[config.mk]
export PLATFORM = sky130hd
export DESIGN_NAME = traffic_phase_ctrl
export DESIGN_NICKNAME = d
export VERILOG_FILES = /design/src/rtl/traffic_phase_ctrl.sv
export SDC_FILE = /design/constraint.sdc
export NUM_CORES = 1
export LEC_CHECK = 0
export CELL_PAD_IN_SITES_DETAIL_PLACEMENT = 0
export CELL_PAD_IN_SITES_GLOBAL_PLACEMENT = 2
export CORE_UTILIZATION = 31
export CTS_BUF_LIST = sky130_fd_sc_hd__clkbuf_2
export DETAILED_ROUTE_END_ITERATION = 10
export PLACE_DENSITY_LB_ADDON = 0.1
export SYNTH_ARGS = -nofsm -noshare
export SYNTH_HDL_FRONTEND = slang
export SYNTH_SLANG_ARGS = --single-unit
[constraint.sdc]
create_clock -name clk -period 2.1 [get_ports clk]
set_input_delay 0.42 -clock clk [delete_from_list [all_inputs] [get_ports clk]]
set_output_delay 0.42 -clock clk [all_outputs]
set_load 0.01 [all_outputs]
[src/rtl/traffic_phase_ctrl.sv]
// Four-way intersection phase sequencer: N/S and E/W car heads, on-demand
// pedestrian walk phases and emergency-vehicle pre-emption.
module traffic_phase_ctrl #(
   parameter int T_GREEN  = 20,
   parameter int T_LEFT   = 10,
   parameter int T_YELLOW = 2,
   parameter int T_ALLRED = 1,
   parameter int T_WALK   = 14,
   parameter int T_FLASH  = 6
) (
   input  logic       clk,
   input  logic       rst_n,
   input  logic       i_start,
   input  logic       i_ped_req_ns,
   input  logic       i_ped_req_ew,
   input  logic       i_emg,
   input  logic       i_emg_dir,
   output logic [1:0] o_car_ns,
   output logic [1:0] o_car_ew,
   output logic [1:0] o_ped_ns,
   output logic [1:0] o_ped_ew,
   output logic [3:0] o_state,
   output logic [5:0] o_timer
);

   typedef enum logic [3:0] {
      IDLE    = 4'd0,
      NS_GO   = 4'd1,
      NS_LEFT = 4'd2,
      NS_YEL  = 4'd3,
      AR_NS   = 4'd4,
      EW_GO   = 4'd5,
      EW_LEFT = 4'd6,
      EW_YEL  = 4'd7,
      AR_EW   = 4'd8,
      PRE_NS  = 4'd9,
      PRE_EW  = 4'd10
   } state_t;

   localparam logic [5:0] LD_GREEN  = 6'(T_GREEN - 1);
   localparam logic [5:0] LD_LEFT   = 6'(T_LEFT - 1);
   localparam logic [5:0] LD_YELLOW = 6'(T_YELLOW - 1);
   localparam logic [5:0] LD_ALLRED = 6'(T_ALLRED - 1);
   localparam logic [6:0] GREEN_M1  = 7'(T_GREEN - 1);
   localparam logic [6:0] WALK_END  = 7'(T_WALK);
   localparam logic [6:0] FLASH_END = 7'(T_WALK + T_FLASH);

   localparam logic [1:0] CAR_RED  = 2'b00;
   localparam logic [1:0] CAR_GRN  = 2'b01;
   localparam logic [1:0] CAR_YEL  = 2'b10;
   localparam logic [1:0] CAR_LEFT = 2'b11;

   state_t     state, state_n;
   logic [5:0] timer, timer_n;
   logic       pend_ns, pend_ew;
   logic       serve_ns, serve_ns_n;
   logic       serve_ew, serve_ew_n;
   logic       clr_pend_ns, clr_pend_ew;
   logic       tmo;

   // Walk for T_WALK cycles of green, then flash (walk on even offsets), then don't-walk.
   function automatic logic [1:0] ped_code(input logic serve, input logic [5:0] tmr);
      logic [6:0] elapsed;
      logic [6:0] ofs;
      elapsed = GREEN_M1 - {1'b0, tmr};
      ofs     = elapsed - WALK_END;
      if (!serve)                 ped_code = 2'b00;
      else if (elapsed < WALK_END)  ped_code = 2'b01;
      else if (elapsed < FLASH_END) ped_code = ofs[0] ? 2'b00 : 2'b01;
      else                        ped_code = 2'b00;
   endfunction

   always_ff @(posedge clk) begin
      if (!rst_n) begin
         state    <= IDLE;
         timer    <= 6'd0;
         pend_ns  <= 1'b0;
         pend_ew  <= 1'b0;
         serve_ns <= 1'b0;
         serve_ew <= 1'b0;
      end else begin
         state    <= state_n;
         timer    <= timer_n;
         serve_ns <= serve_ns_n;
         serve_ew <= serve_ew_n;
         // A press on the entry edge itself wins over the clear and waits for the next green.
         pend_ns  <= (pend_ns & ~clr_pend_ns) | i_ped_req_ns;
         pend_ew  <= (pend_ew & ~clr_pend_ew) | i_ped_req_ew;
      end
   end

   assign tmo = (timer == 6'd0);

   always_comb begin
      state_n     = state;
      timer_n     = timer;
      serve_ns_n  = serve_ns;
      serve_ew_n  = serve_ew;
      clr_pend_ns = 1'b0;
      clr_pend_ew = 1'b0;
      case (state)
         IDLE: begin
            if (i_start) begin
               state_n     = NS_GO;
               timer_n     = LD_GREEN;
               serve_ew_n  = pend_ew;
               clr_pend_ew = pend_ew;
            end
         end
         NS_GO, NS_LEFT: begin
            if (i_start) begin
               if (i_emg && !i_emg_dir) begin
                  state_n = PRE_NS;
                  timer_n = 6'd0;
               end else if (i_emg) begin
                  state_n = NS_YEL;
                  timer_n = LD_YELLOW;
               end else if (tmo && state == NS_GO) begin
                  state_n = NS_LEFT;
                  timer_n = LD_LEFT;
               end else if (tmo) begin
                  state_n = NS_YEL;
                  timer_n = LD_YELLOW;
               end else begin
                  timer_n = timer - 6'd1;
               end
            end
         end
         EW_GO, EW_LEFT: begin
            if (i_start) begin
               if (i_emg && i_emg_dir) begin
                  state_n = PRE_EW;
                  timer_n = 6'd0;
               end else if (i_emg) begin
                  state_n = EW_YEL;
                  timer_n = LD_YELLOW;
               end else if (tmo && state == EW_GO) begin
                  state_n = EW_LEFT;
                  timer_n = LD_LEFT;
               end else if (tmo) begin
                  state_n = EW_YEL;
                  timer_n = LD_YELLOW;
               end else begin
                  timer_n = timer - 6'd1;
               end
            end
         end
         NS_YEL, EW_YEL: begin
            if (i_start) begin
               if (tmo) begin
                  state_n = (state == NS_YEL) ? AR_NS : AR_EW;
                  timer_n = LD_ALLRED;
               end else begin
                  timer_n = timer - 6'd1;
               end
            end
         end
         AR_NS, AR_EW: begin
            if (i_start) begin
               if (tmo && i_emg) begin
                  state_n = i_emg_dir ? PRE_EW : PRE_NS;
                  timer_n = 6'd0;
               end else if (tmo && state == AR_NS) begin
                  state_n     = EW_GO;
                  timer_n     = LD_GREEN;
                  serve_ns_n  = pend_ns;
                  clr_pend_ns = pend_ns;
               end else if (tmo) begin
                  state_n     = NS_GO;
                  timer_n     = LD_GREEN;
                  serve_ew_n  = pend_ew;
                  clr_pend_ew = pend_ew;
               end else begin
                  timer_n = timer - 6'd1;
               end
            end
         end
         PRE_NS: begin
            if (i_start && (!i_emg || i_emg_dir)) begin
               state_n = NS_YEL;
               timer_n = LD_YELLOW;
            end
         end
         PRE_EW: begin
            if (i_start && (!i_emg || !i_emg_dir)) begin
               state_n = EW_YEL;
               timer_n = LD_YELLOW;
            end
         end
         default: begin
            state_n = IDLE;
            timer_n = 6'd0;
         end
      endcase
      // Any way out of a green ends that crosswalk's service.
      if (state_n != NS_GO) serve_ew_n = 1'b0;
      if (state_n != EW_GO) serve_ns_n = 1'b0;
   end

   always_comb begin
      o_car_ns = CAR_RED;
      o_car_ew = CAR_RED;
      case (state)
         NS_GO, PRE_NS: o_car_ns = CAR_GRN;
         NS_LEFT:       o_car_ns = CAR_LEFT;
         NS_YEL:        o_car_ns = CAR_YEL;
         EW_GO, PRE_EW: o_car_ew = CAR_GRN;
         EW_LEFT:       o_car_ew = CAR_LEFT;
         EW_YEL:        o_car_ew = CAR_YEL;
         default: ;
      endcase
   end

   assign o_ped_ns = (state == EW_GO) ? ped_code(serve_ns, timer) : 2'b00;
   assign o_ped_ew = (state == NS_GO) ? ped_code(serve_ew, timer) : 2'b00;
   assign o_state  = state;
   assign o_timer  = timer;

endmodule

==> results of run 1 <==
-- per-layer routing --
metal,track usage,up-vias,part of all wire
li1,-,836,-
met1,0.260,800,0.44
met2,0.339,59,0.48
met3,0.0303,9,0.060
met4,0.0489,0,0.015
met5,0,-,0
-- cells in the final DEF, fill, tap and decap left out, types with 2 or more instances in the layout --
master,netlist,routed
sky130_fd_sc_hd__a21oi_1,13,12
sky130_fd_sc_hd__nand2_1,16,16
sky130_fd_sc_hd__nor2_1,21,20
sky130_fd_sc_hd__o21ai_0,7,7
sky130_fd_sc_hd__or3_1,3,3
sky130_fd_sc_hd__buf_2,7,2
sky130_fd_sc_hd__buf_6,2,3
sky130_fd_sc_hd__dfxtp_1,14,6
sky130_fd_sc_hd__a211o_1,2,2
sky130_fd_sc_hd__and4_1,2,2
sky130_fd_sc_hd__xor2_1,3,3
sky130_fd_sc_hd__conb_1,1,2
sky130_fd_sc_hd__nand2b_1,12,8
sky130_fd_sc_hd__nand3_1,2,2
sky130_fd_sc_hd__o211ai_1,3,3
sky130_fd_sc_hd__nor2b_1,8,7
sky130_fd_sc_hd__buf_4,5,46
sky130_fd_sc_hd__nor3_1,4,4
sky130_fd_sc_hd__o22ai_1,8,8
sky130_fd_sc_hd__or2_1,2,2
sky130_fd_sc_hd__clkbuf_2,0,3
sky130_fd_sc_hd__ha_4,0,2
sky130_fd_sc_hd__a2bb2oi_1,2,2
sky130_fd_sc_hd__nand2b_4,0,2
sky130_fd_sc_hd__dfxtp_4,0,3
sky130_fd_sc_hd__o21ai_1,6,6
sky130_fd_sc_hd__inv_2,0,2
sky130_fd_sc_hd__dfxtp_2,0,5
sky130_fd_sc_hd__inv_1,7,5
sky130_fd_sc_hd__nand2b_2,0,2
sky130_fd_sc_hd__and2_1,3,3
sky130_fd_sc_hd__clkdlybuf4s50_1,0,16
sky130_fd_sc_hd__mux2i_1,4,4
sky130_fd_sc_hd__dlygate4sd2_1,0,4
sky130_fd_sc_hd__o21ai_2,2,2
-- power by group through the flow --
stage                     logic, uW  clock network [uW]  registers, uW
after global placement          851                   0            335
final                          1010                 147            332
after CTS                       918                 150            337
after global routing           1090                 161            337
after floorplan                 553                   0            345
after detailed placement        854                   0            334
-- flip-flops by register name, summed over array words and instances, names as in the netlist --
| register | cells |
|---|---|
| serve_ns | 1 |
| o_timer | 6 |
| o_state | 4 |
| pend_ns | 1 |
| serve_ew | 1 |
| pend_ew | 1 |
-- what timing repair did --
action | 4_1_cts | 5_1_grt
pin swaps | 9 | 9
endpoints found under the setup margin | 9 | 9
gates resized for setup | 31 | 12
hold buffers | 0 | 0
hold endpoints to repair | 0 | 0
setup buffers | 5 | 5
-- logic make-up (layout without fill, tap and decap cells) --
| logic type | after synthesis | in the layout | synth area share |
|---|---|---|---|
| AND/OR/NAND/NOR | 86 | 86 | 0.335 |
| AO/OA/AOI/OAI | 61 | 61 | 0.289 |
| buffers and inverters | 24 | 82 | 0.0924 |
| flip-flops | 14 | 14 | 0.195 |
| adder cells (fa/ha/maj) | 4 | 4 | 0.0331 |
| XOR/XNOR | 4 | 4 | 0.0244 |
| multiplexers | 4 | 4 | 0.0279 |
| other | 1 | 2 | 0.00261 |
-- critical path, cell delays in order, from the launching register on --
cell	delay, ps
sky130_fd_sc_hd__dfxtp_2	370
sky130_fd_sc_hd__inv_2	50
sky130_fd_sc_hd__ha_4	230
sky130_fd_sc_hd__nand2b_4	130
sky130_fd_sc_hd__a21oi_2	100
sky130_fd_sc_hd__a31oi_1	50
sky130_fd_sc_hd__o32a_1	170
sky130_fd_sc_hd__nor2_2	110
sky130_fd_sc_hd__and4_1	170
sky130_fd_sc_hd__buf_2	120
-- metrics by stage --
stage               area [sq um]  hold WS (ps)  power, uW  TNS, ps
floorplan                   1440           472        897        0
global route                2110           583       1590     -500
CTS                         2020           528       1410     -318
finish                      2110           527       1490     -264
global placement            1910           490       1190     -830
detailed placement          1910           492       1190     -984
-- how the worst min path moves through the flow --
| stage | start | end | slack (ps) |
|---|---|---|---|
| 6_report | pend_ew | pend_ew | 530 |
| 5_1_grt | pend_ew | pend_ew | 580 |
| 4_1_cts | pend_ew | pend_ew | 530 |
| 3_5_place_dp | pend_ew | pend_ew | 490 |
| 3_3_place_gp | pend_ns | pend_ns | 490 |
| 2_1_floorplan | pend_ew | pend_ew | 470 |
-- final cells by class --
| cell class | instances | area share |
|---|---|---|
| multi-input combinational | 161 | 0.530 |
| inverter | 7 | 0.0124 |
| sequential | 14 | 0.141 |
| tap | 52 | 0.0308 |
| timing repair buffer | 71 | 0.277 |
| clock buffer | 3 | 0.00711 |
| clock inverter | 1 | 0.00178 |
==> flow_metrics.tcl, run 1 <==
set metrics [dict create \
    dr.first_iter.drc_count 126 \
    static-leakage-power_uw 0.000879 \
    cts.sink_count 14 \
    timing.final.crit_share 1.06 \
    critical_path.reg2reg.endpoint "serve_ns" \
    synth_top_area_cell "sky130_fd_sc_hd__dfxtp_1" \
    io_pins 25 \
    grt_max_degree 18 \
    detail_route.drc_violations 0 \
    internal_power_uw 842 \
    synth_edf_count 0 \
    number_of_cells_traversed_by_the_worst_register_to_register_path 10 \
    violations_in_the_final_reports "setup timing" \
    core_region_area_sq_um 4410 \
    startpoint_type "flop" \
    post-synth-top-count-cell "sky130_fd_sc_hd__nor2_1" \
    cap_viol_max_count 0 \
    globalRouteOverflowTotal 0 \
    stdcell_count 309 \
    max_freq_ghz 0.448 \
    finalSetupViolCount 2 \
    placed_cells 295 \
    pwr-share-seq 0.223 \
    drive_above_1_share 0.323 \
    skew_ps 3.53 \
    drt_pass1_iterations 4 \
    yosys-top-cells-count "sky130_fd_sc_hd__nor2_1 (21), sky130_fd_sc_hd__nand2_1 (16), sky130_fd_sc_hd__dfxtp_1 (14), sky130_fd_sc_hd__a21oi_1 (13), sky130_fd_sc_hd__nand2b_1 (12)" \
    clock_slew_at_the_register_clock_pins_of_the_worst_setup_and_hold_paths_ps 160 \
    die_area_sq_um 4910 \
    holdCritPathClass "reg -> reg" \
    grt_setup_unrepaired "yes" \
    cts_buffer_depth 2 \
    cts_made_buffers 3 \
    dr_total_vias 1704 \
    detail_route.vias_per_cell 5.51 \
    worstSetupEndpoint "o_ped_ns[0]" \
    reg2reg_slack_ps 120 \
    netlist_area_sq_um 1440 \
    p_comb_frac 0.678 \
    wl_per_cell_um 15.8 \
    crit_path_start "o_timer[3]" \
    power_frac_clock 0.099 \
    top_cells_by_area_in_the_synthesized_netlist "sky130_fd_sc_hd__dfxtp_1 (20%), sky130_fd_sc_hd__nor2_1 (5.5%), sky130_fd_sc_hd__nand2b_1 (5.2%)" \
    drv_slew 0 \
    grt_pass1_vias 1642 \
    synthDistinctLibCells 61 \
    die_h_um 70.0 \
    outcome "finished, violations left" \
    synth_ff_type "sky130_fd_sc_hd__dfxtp_1" \
    filler_cell_count 432 \
    cellPowerDensity_nw_per_um2 706 \
    nNetsFinal 268 \
    cts_tree "done" \
    cts_max_level 1 \
    worst_r2r_startpoint "o_timer[1]" \
    critical_path_capture_point_type "output port" \
    worstHoldPathCells 2 \
    number_of_antenna_violations_at_the_first_check_in_global_routing 0 \
    ff_latch_area_sq_um 298 \
    all_layer_global_routing_usage 0.198 \
    placement.io_buffers 22 \
    clk_root_buffer_cell "sky130_fd_sc_hd__clkbuf_2" \
    place_hpwl_mm 3.65 \
    final_gp_congestion 0.885 \
    num_rows 24 \
    vdd_drop_max_mv 0.279 \
    synth.ff_latch_count 14 \
    fp.dieW_um 70.0 \
    final.setup.worst_slack_ps -132 \
    critical_path_start_end_classification "reg -> out" \
    yosys_warnings 0 \
    utilization 0.478 \
    period_needed_ps 2230 \
    num_antenna_cells 0 \
    switching_power_uw 648 \
    worstPathArrival_ps 1810 \
    per_instance_average_area_after_synthesis_sq_um 7.25 \
    flow.area_growth_from_synthesis_pct 47.1 \
    place_worst_setup_slack_ps -362 \
    timing.critical_path.required_ps 1680 \
    synthArstFlopShare 0 \
    switching_fraction_of_total_power 0.435 \
    start_util 0.325 \
    crit_path_max_fanout 2 \
    syn_inst_count 198 \
    grt_first_pass_wirelength_mm 7.82 \
    yosysSeqAreaShare 0.195 \
    multiInputGateArea_sq_um 1120 \
    final-hold-violation-count 0 \
    postRouteAntennaNets 0 \
    area_share_of_the_largest_cell_type_after_synthesis 0.195 \
    wl_mm 4.87 \
    insertion_delay_ps 300 \
]
Note: power is estimated with default switching activity, not from simulation.
==> inputs of run 2 (changes only) <==
Settings changed: GPL_TIMING_DRIVEN set to 0.
==> run 2 against run 1 <==
The flow still finishes with violations (setup timing). Clock skew grew 7.3 ps. Total power shrank 8.7%. Cell count decreased by 9.4%. Sequential power up 3%. Clock-buffer cell count is the same. Sequential cell count is the same. Routed wire length decreased by 1.9%. Utilization down 5.7 points. Via count shrank 6.2%. Fmax down 0.89%. Critical endpoint unchanged.
==> flow_metrics.tcl, run 2 (synthesis gave the netlist of run 1 again) <==
set metrics [dict create \
    timing.critical_path.required_ps 1680 \
    core_region_area_sq_um 4410 \
    max_freq_ghz 0.444 \
    outcome "finished, violations left" \
    dr.first_iter.drc_count 96 \
    worstPathArrival_ps 1830 \
    globalRouteOverflowTotal 0 \
    critical_path_start_end_classification "reg -> out" \
    skew_ps 10.8 \
    die_h_um 70.0 \
    crit_path_start "o_timer[3]" \
    violations_in_the_final_reports "setup timing" \
    cts.sink_count 14 \
    grt_first_pass_wirelength_mm 8.02 \
    fp.dieW_um 70.0 \
    cts_buffer_depth 2 \
    power_frac_clock 0.101 \
    startpoint_type "flop" \
    tightestPinTransition_ps 499 \
    critical_path_capture_point_type "output port" \
    drv_slew 0 \
    number_of_antenna_violations_at_the_first_check_in_global_routing 0 \
    holdCritPathClass "reg -> reg" \
    cts_made_buffers 3 \
    dr_total_vias 1599 \
    largest_register_ffs 6 \
    insertion_delay_ps 290 \
    switching_power_uw 618 \
    cellPowerDensity_nw_per_um2 731 \
    timing.final.crit_share 1.07 \
    dpl_cell_area_sq_um 1700 \
    all_layer_global_routing_usage 0.204 \
    final_power_uw 1360 \
    cts_max_level 1 \
    wl_mm 4.78 \
    postRouteAntennaNets 0 \
    cts_tree "done" \
    clk_root_buffer_cell "sky130_fd_sc_hd__clkbuf_2" \
    worstSetupEndpoint "o_ped_ns[0]" \
    detail_route.drc_violations 0 \
    finalInstanceArea_sq_um 1860 \
    flow.area_growth_from_synthesis_pct 29.6 \
    p_comb_frac 0.647 \
    static-leakage-power_uw 0.000736 \
    io_pins 25 \
    pwr-share-seq 0.252 \
    place_hpwl_mm 3.53 \
    finalSetupViolCount 2 \
    final.setup.worst_slack_ps -152 \
    vdd_drop_max_mv 0.377 \
    internal_power_uw 742 \
    crit_path_max_fanout 2 \
    placement.io_buffers 20 \
    start_util 0.325 \
    cts_stage_hold_buffer_count 0 \
    grt_max_degree 11 \
    max_slew_margin 0.665 \
    num_rows 24 \
    final_gp_congestion 0.923 \
    reg2reg_slack_ps 120 \
    detail_route.vias_per_cell 5.71 \
    wl_per_cell_um 17.1 \
    critical_path.reg2reg.endpoint "serve_ew" \
    clock_slew_at_the_register_clock_pins_of_the_worst_setup_and_hold_paths_ps 160 \
    num_antenna_cells 0 \
    mostFrequentLayoutCells "sky130_fd_sc_hd__nor2_1 (20), sky130_fd_sc_hd__nand2_1 (16), sky130_fd_sc_hd__clkdlybuf4s50_1 (14)" \
    final-hold-violation-count 0 \
    number_of_cells_traversed_by_the_worst_register_to_register_path 8 \
    drt_pass1_iterations 7 \
    grt_setup_unrepaired "yes" \
    period_needed_ps 2250 \
    nNetsFinal 239 \
    cap_viol_max_count 0 \
    die_area_sq_um 4910 \
    leading_cell_type_in_the_layout_fill_and_taps_excluded "sky130_fd_sc_hd__nor2_1" \
    switching_fraction_of_total_power 0.454 \
    grt_pass1_vias 1543 \
    worst_r2r_startpoint "o_timer[0]" \
    drive_above_1_share 0.241 \
]
==> run 2: cell count changes in the layout (fill, tap and decap cells not counted), sizes merged <==
cell,previous run,this run
clkdlybuf4s50,16,14
buf,51,21
dlygate4sd2,4,2
dlymetal6s2s,0,1
clkbuf,3,7
==> run 2: what timing repair did <==
action                                  4_1_cts  5_1_grt
pin swaps                                     7        3
resized for setup                            34       13
buffers inserted                              5        0
endpoints found under the setup margin        8        7
==> run 2: critical path, cell delays in order, from the launching register on <==
cell and delay [ps]:
sky130_fd_sc_hd__dfxtp_2 370, sky130_fd_sc_hd__inv_2 50, sky130_fd_sc_hd__ha_4 230, sky130_fd_sc_hd__and3_4 170, sky130_fd_sc_hd__o32a_1 300, sky130_fd_sc_hd__nor2_2 110, sky130_fd_sc_hd__and4_1 180, sky130_fd_sc_hd__buf_2 130
==> run 2: routing by layer <==
| metal | vias to the layer above | track usage | part of all wire |
|---|---|---|---|
| met2 | 63 | 0.318 | 0.47 |
| li1 | 787 | - | - |
| met1 | 741 | 0.287 | 0.46 |
| met4 | 0 | 0.0422 | 0.010 |
| met3 | 8 | 0.0433 | 0.060 |
| met5 | - | 0 | 0 |
==> run 2: worst min-delay path by stage <==
stage,end,cells after the start,slack [ps],start
detailed placement,pend_ns,2,500,pend_ns
finish,pend_ns,2,530,pend_ns
CTS,pend_ns,2,530,pend_ns
global route,pend_ns,2,560,pend_ns
global placement,pend_ns,2,490,pend_ns
floorplan,pend_ew,2,470,pend_ew
==> run 2: cell type report <==
class                      instances  area (sq um)
sequential                        14           297
fill                             469          2550
inverter                           7          26.3
multi-input combinational        161          1110
clock buffer                       3          15.0
timing repair buffer              25           223
buffer                            17           121
clock inverter                     1          3.75
tap                               52          65.1
==> run 2: power groups by stage <==
stage / Combinational, uW / Sequential (uW) / Clock, uW
after floorplan: 553 / 345 / 0
after global placement: 797 / 343 / 0
after detailed placement: 791 / 346 / 0
after CTS: 855 / 340 / 144
after global routing: 963 / 347 / 159
final: 879 / 342 / 138
==> run 2: stage by stage <==
| stage | setup TNS [ps] | setup WS [ps] | hold WS [ps] | utilization | instances |
|---|---|---|---|---|---|
| 3_5_place_dp | -1540 | -501 | 501 | 0.386 | 271 |
| 4_1_cts | -430 | -191 | 533 | 0.413 | 280 |
| 5_1_grt | -512 | -261 | 555 | 0.421 | 280 |
| 2_1_floorplan | 0 | 104 | 472 | - | 199 |
| 6_report | -297 | -152 | 527 | 0.421 | 280 |
| 3_3_place_gp | -1450 | -440 | 489 | 0.386 | 271 |
==> RTL change 1, RTL diff (config.mk and constraints of run 1) <==
Register the outputs `o_ped_ns` and `o_ped_ew`; this adds one clock of latency there. The other outputs are not delayed to match.
--- a/src/rtl/traffic_phase_ctrl.sv
+++ b/src/rtl/traffic_phase_ctrl.sv
@@ -211,8 +211,10 @@
       endcase
    end
 
-   assign o_ped_ns = (state == EW_GO) ? ped_code(serve_ns, timer) : 2'b00;
-   assign o_ped_ew = (state == NS_GO) ? ped_code(serve_ew, timer) : 2'b00;
+   always_ff @(posedge clk) begin
+      o_ped_ns <= (state == EW_GO) ? ped_code(serve_ns, timer) : 2'b00;
+      o_ped_ew <= (state == NS_GO) ? ped_code(serve_ew, timer) : 2'b00;
+   end
    assign o_state  = state;
    assign o_timer  = timer;
 
Behaviour: not the same (Yosys sat finds a counterexample within 4 cycles, from zero or initial values and one cycle with rst_n low).
==> RTL change 1 against run 1 <==
  * Fmax up 9.9%
  * Routed wire length grew 5.3%
  * Die area rose by 6.4%
  * Critical path type is now in2reg
  * Sequential share of layout area rose by 1.3 points
  * Sequential cell count grew 2
  * Sequential power up 30%
  * Worst setup slack improved by 200 ps
  * Critical endpoint is now serve_ns
  * Total power rose by 51%
  * Area after synthesis up 6.5%
  * Highest routed layer unchanged
  * Design area rose by 3.6%
  * Via count is 3.8% higher
==> RTL change 1: results (changes against run 1) <==
metric,value,unit,change
grt_pass1_vias,1741,,was 1642
slowest_delay,590,ps,was 370 ps
dpl_cell_area,2060,µm²,was 1910 µm²
status,"complete, no violations",,"was finished, violations left"
globalRouteMet2Util,35.2,%,was 33.9%
grt.total_usage,20.4,%,was 19.8%
synth_area_leaders,"dfxtp_1 21%, buf_4 3.9%, buf_6 3.7%, nand2_1 3.7%, nor2b_1 3.7%",,"was dfxtp_1 20%, nor2_1 5.5%, nand2b_1 5.2%, a21oi_1 4.5%, nand2_1 4.2%"
grt_max_degree,14,,was 18
via_per_inst,5.44,,was 5.51
drive_gt1_share,31.4,%,was 32.3%
p_leak,0.895,nW,was 0.879 nW
worst-path-max-fanout,6,,was 2
final_nets,269,,was 268
peakVddDrop,0.370,mV,was 0.279 mV
place_congestion,0.862,,was 0.885
synth_common_cells,"16 x dfxtp_1, 15 x nand2_1, 14 x nor2_1",,"was 21 x nor2_1, 16 x nand2_1, 14 x dfxtp_1"
fill_cells,489,,was 432
met1_usage,26.8,%,was 26.0%
routed_wirelength,5130,µm,was 4870 µm
netlist_instances,196,,was 198
routed-wl-met2,2470,µm,was 2350 µm
post-cts-setup-buffers,1,,was 5
grt_pass1_wl,8390,µm,was 7820 µm
met1Wirelength,2380,µm,was 2160 µm
clock_skew,10.1,ps,was 3.53 ps
hpwl,4040,µm,was 3650 µm
via_count,1768,,was 1704
cpLargestDelayFamily,buffers and inverters,,was simple AND/OR/NAND/NOR gates
==> RTL change 1: cell count changes in the layout (fill, tap and decap cells not counted), sizes merged, moves of 3 or more <==
cell and delta:
nor2 -8, nor4b +4, o21ai -4, o22ai -5
nand2b -5, nand4 +4, xnor2 +3, a21boi +3
==> RTL change 1: path summary, 6_finish.rpt <==
check | from | endpoint | slack (ps) | depth (start not counted)
hold / removal | serve_ns | o_ped_ns[0] | 450 | 2
setup / recovery | i_emg | serve_ns | 70 | 8
setup reg to reg | o_timer[3] | serve_ns | 90 | 8
hold reg to reg | serve_ns | o_ped_ns[0] | 450 | 2
==> RTL change 1: cells by family after synthesis <==
family,synth area share [%]
adder cells (fa/ha/maj),3.11
other,0.245
AO/OA/AOI/OAI,28.9
AND/OR/NAND/NOR,30.8
XOR/XNOR,3.36
buffers and inverters,11.4
multiplexers,1.31
flip-flops,20.9
==> RTL change 1: through the flow <==
stage | total power [mW] | util [%] | hold WS [ps]
global placement | 2.02 | 43.7 | 448
detailed placement | 2.01 | 43.7 | 432
floorplan | 1.36 | - | 409
global route | 2.41 | 46.3 | 486
finish | 2.25 | 46.3 | 453
CTS | 2.19 | 45.1 | 455
==> RTL change 1: area by class of cell <==
| type | instances | area (µm²) | share of cell area, % |
|---|---|---|---|
| Multi-Input combinational cell | 154 | 1080 | 49.4 |
| Tap cell | 67 | 83.8 | 3.83 |
| Sequential cell | 16 | 338 | 15.4 |
| Clock inverter | 1 | 3.75 | 0.172 |
| Clock buffer | 3 | 15.0 | 0.686 |
| Timing Repair Buffer | 75 | 633 | 28.9 |
| Inverter | 9 | 33.8 | 1.54 |
==> RTL change 1: report_power, final <==
part           internal, mW  switching, mW
logic                 0.819          0.853
registers             0.367         0.0665
clock network        0.0414          0.100
total                  1.23           1.02
==> RTL change 2, RTL diff (settings of run 1) <==
Made on the original files. Change the parameter `T_GREEN` from 20 to 15.
--- a/src/rtl/traffic_phase_ctrl.sv
+++ b/src/rtl/traffic_phase_ctrl.sv
@@ -1,7 +1,7 @@
 // Four-way intersection phase sequencer: N/S and E/W car heads, on-demand
 // pedestrian walk phases and emergency-vehicle pre-emption.
 module traffic_phase_ctrl #(
-   parameter int T_GREEN  = 20,
+   parameter int T_GREEN  = 15,
    parameter int T_LEFT   = 10,
    parameter int T_YELLOW = 2,
    parameter int T_ALLRED = 1,
Behaviour: not the same (a bounded check fails within 4 cycles, from zero or initial values and one cycle with rst_n low).
==> RTL change 2 against run 1 <==
  * The flow finishes with violations (DRC, setup timing)
  * Non-clock buffer count increased by 11
  * Worst hold slack got worse by 15 ps
  * Worst setup slack got worse by 6.9 ps
  * Total power decreased by 5.2%
  * Routed wire length increased by 19%
  * Cell count increased by 3.2%
  * Fmax decreased by 0.31%
  * Critical path depth decreased by 1
  * Utilization increased by 2.4 points
  * Sequential cell count unchanged
  * Design area increased by 5.8%
  * Via count increased by 6.7%
  * First-iteration DRC count increased by 16%
  * Area after synthesis increased by 2.0%
==> RTL change 2: results (changes against run 1) <==
metric,value,unit,change
setup_viol,2,,unchanged
hold_end,pend_ns,,was pend_ew
netlist_instances,195,,was 198
synth_common_cells,"17 x nand2_1, 14 x dfxtp_1, 12 x inv_1",,"was 21 x nor2_1, 16 x nand2_1, 14 x dfxtp_1"
reg2regPathDepth,6,,was 10
r2r-start,o_timer[2],,was o_timer[1]
hold_violations,0,,unchanged
fin_tns_setup,-276,ps,was -264 ps
p_leak,0.930,nW,was 0.879 nW
drt_iter0_drc,146,,was 126
post-cts-setup-buffers,1,,was 5
synth_compound_area_share,29.4,%,was 28.9%
synth_area_leaders,"dfxtp_1 19%, nand2_1 4.4%, a21oi_1 3.8%, inv_1 3.1%, nor2b_1 3.0%",,"was dfxtp_1 20%, nor2_1 5.5%, nand2b_1 5.2%, a21oi_1 4.5%, nand2_1 4.2%"
grt_use_met3,1.71,%,was 3.03%
clock_skew,7.56,ps,was 3.53 ps
hp-start,pend_ns,,was pend_ew
grt_max_degree,16,,was 18
globalRouteMet2Util,36.8,%,was 33.9%
dpl_cell_area,2110,µm²,was 1910 µm²
cts_resized,28,,was 31
largest_reg_flops,6,,unchanged
via_count,1819,,was 1704
peakVddDrop,0.244,mV,was 0.279 mV
hpwl,4390,µm,was 3650 µm
drc,4,,was 0
place_congestion,0.888,,was 0.885
r2r_slack,40,ps,was 120 ps
grt.total_usage,23.1,%,was 19.8%
wl_met3,390,µm,was 290 µm
drive_gt1_share,36.0,%,was 32.3%
place_ws,-293,ps,was -362 ps
endpoint,o_ped_ew[0],,was o_ped_ns[0]
worst_hold_slack,512,ps,was 527 ps
status,"finished, violations left",,unchanged
synthAdderAreaFrac,2.56,%,was 3.31%
synth_mux_area_share,0.684,%,was 2.79%
placed_cells,314,,was 295
grt_pass1_vias,1712,,was 1642
final_nets,278,,was 268
async_reset_ff_share,0,%,unchanged
wl_per_cell,18.2,µm,was 15.8 µm
reg2reg_to,serve_ew,,was serve_ns
routed-wl-met2,2630,µm,was 2350 µm
setup_ws,-139,ps,was -132 ps
first_pass_iters,7,,was 4
startpoint,o_timer[1],,was o_timer[3]
fin_cells,319,,was 309
met1_usage,34.1,%,was 26.0%
met1Wirelength,2720,µm,was 2160 µm
grt_pass1_wl,8960,µm,was 7820 µm
ys_seq_area_share,19.1,%,was 19.5%
violations,"DRC, setup timing",,was setup timing
[RTL change 2: cell types whose count changed in the layout (fill, tap and decap cells not counted), moves of 4 or more]
cell      change
nand2b_1      -4
nand4_1       +5
o22ai_1       -4
dfxtp_1       +5
inv_1         +5
o21ai_1       -6
nor2_1       -12
buf_4        +12
nand3_1       +6
o21ai_0       -4
[RTL change 2: area by class of cell]
type | count | area (µm²)
Inverter | 12 | 45.0
Sequential cell | 14 | 284
Tap cell | 52 | 65.1
Clock inverter | 1 | 3.75
Clock buffer | 3 | 15.0
Timing Repair Buffer | 82 | 666
Multi-Input combinational cell | 155 | 1150
Fill cell | 449 | 2210
[RTL change 2: worst max-delay path, stage by stage (launching register included)]
cell and delay (ps):
dfxtp_2 370, inv_2 50, ha_4 270, nor4b_2 40, o211ai_1 170, nand4_1 130
a21oi_2 180, and3_4 220, buf_6 100
[RTL change 2: power by group]
group	internal [mW]	total [mW]	switching, mW
sequential	0.295	0.312	0.0168
combinational	0.452	0.962	0.510
clock	0.0414	0.138	0.0963
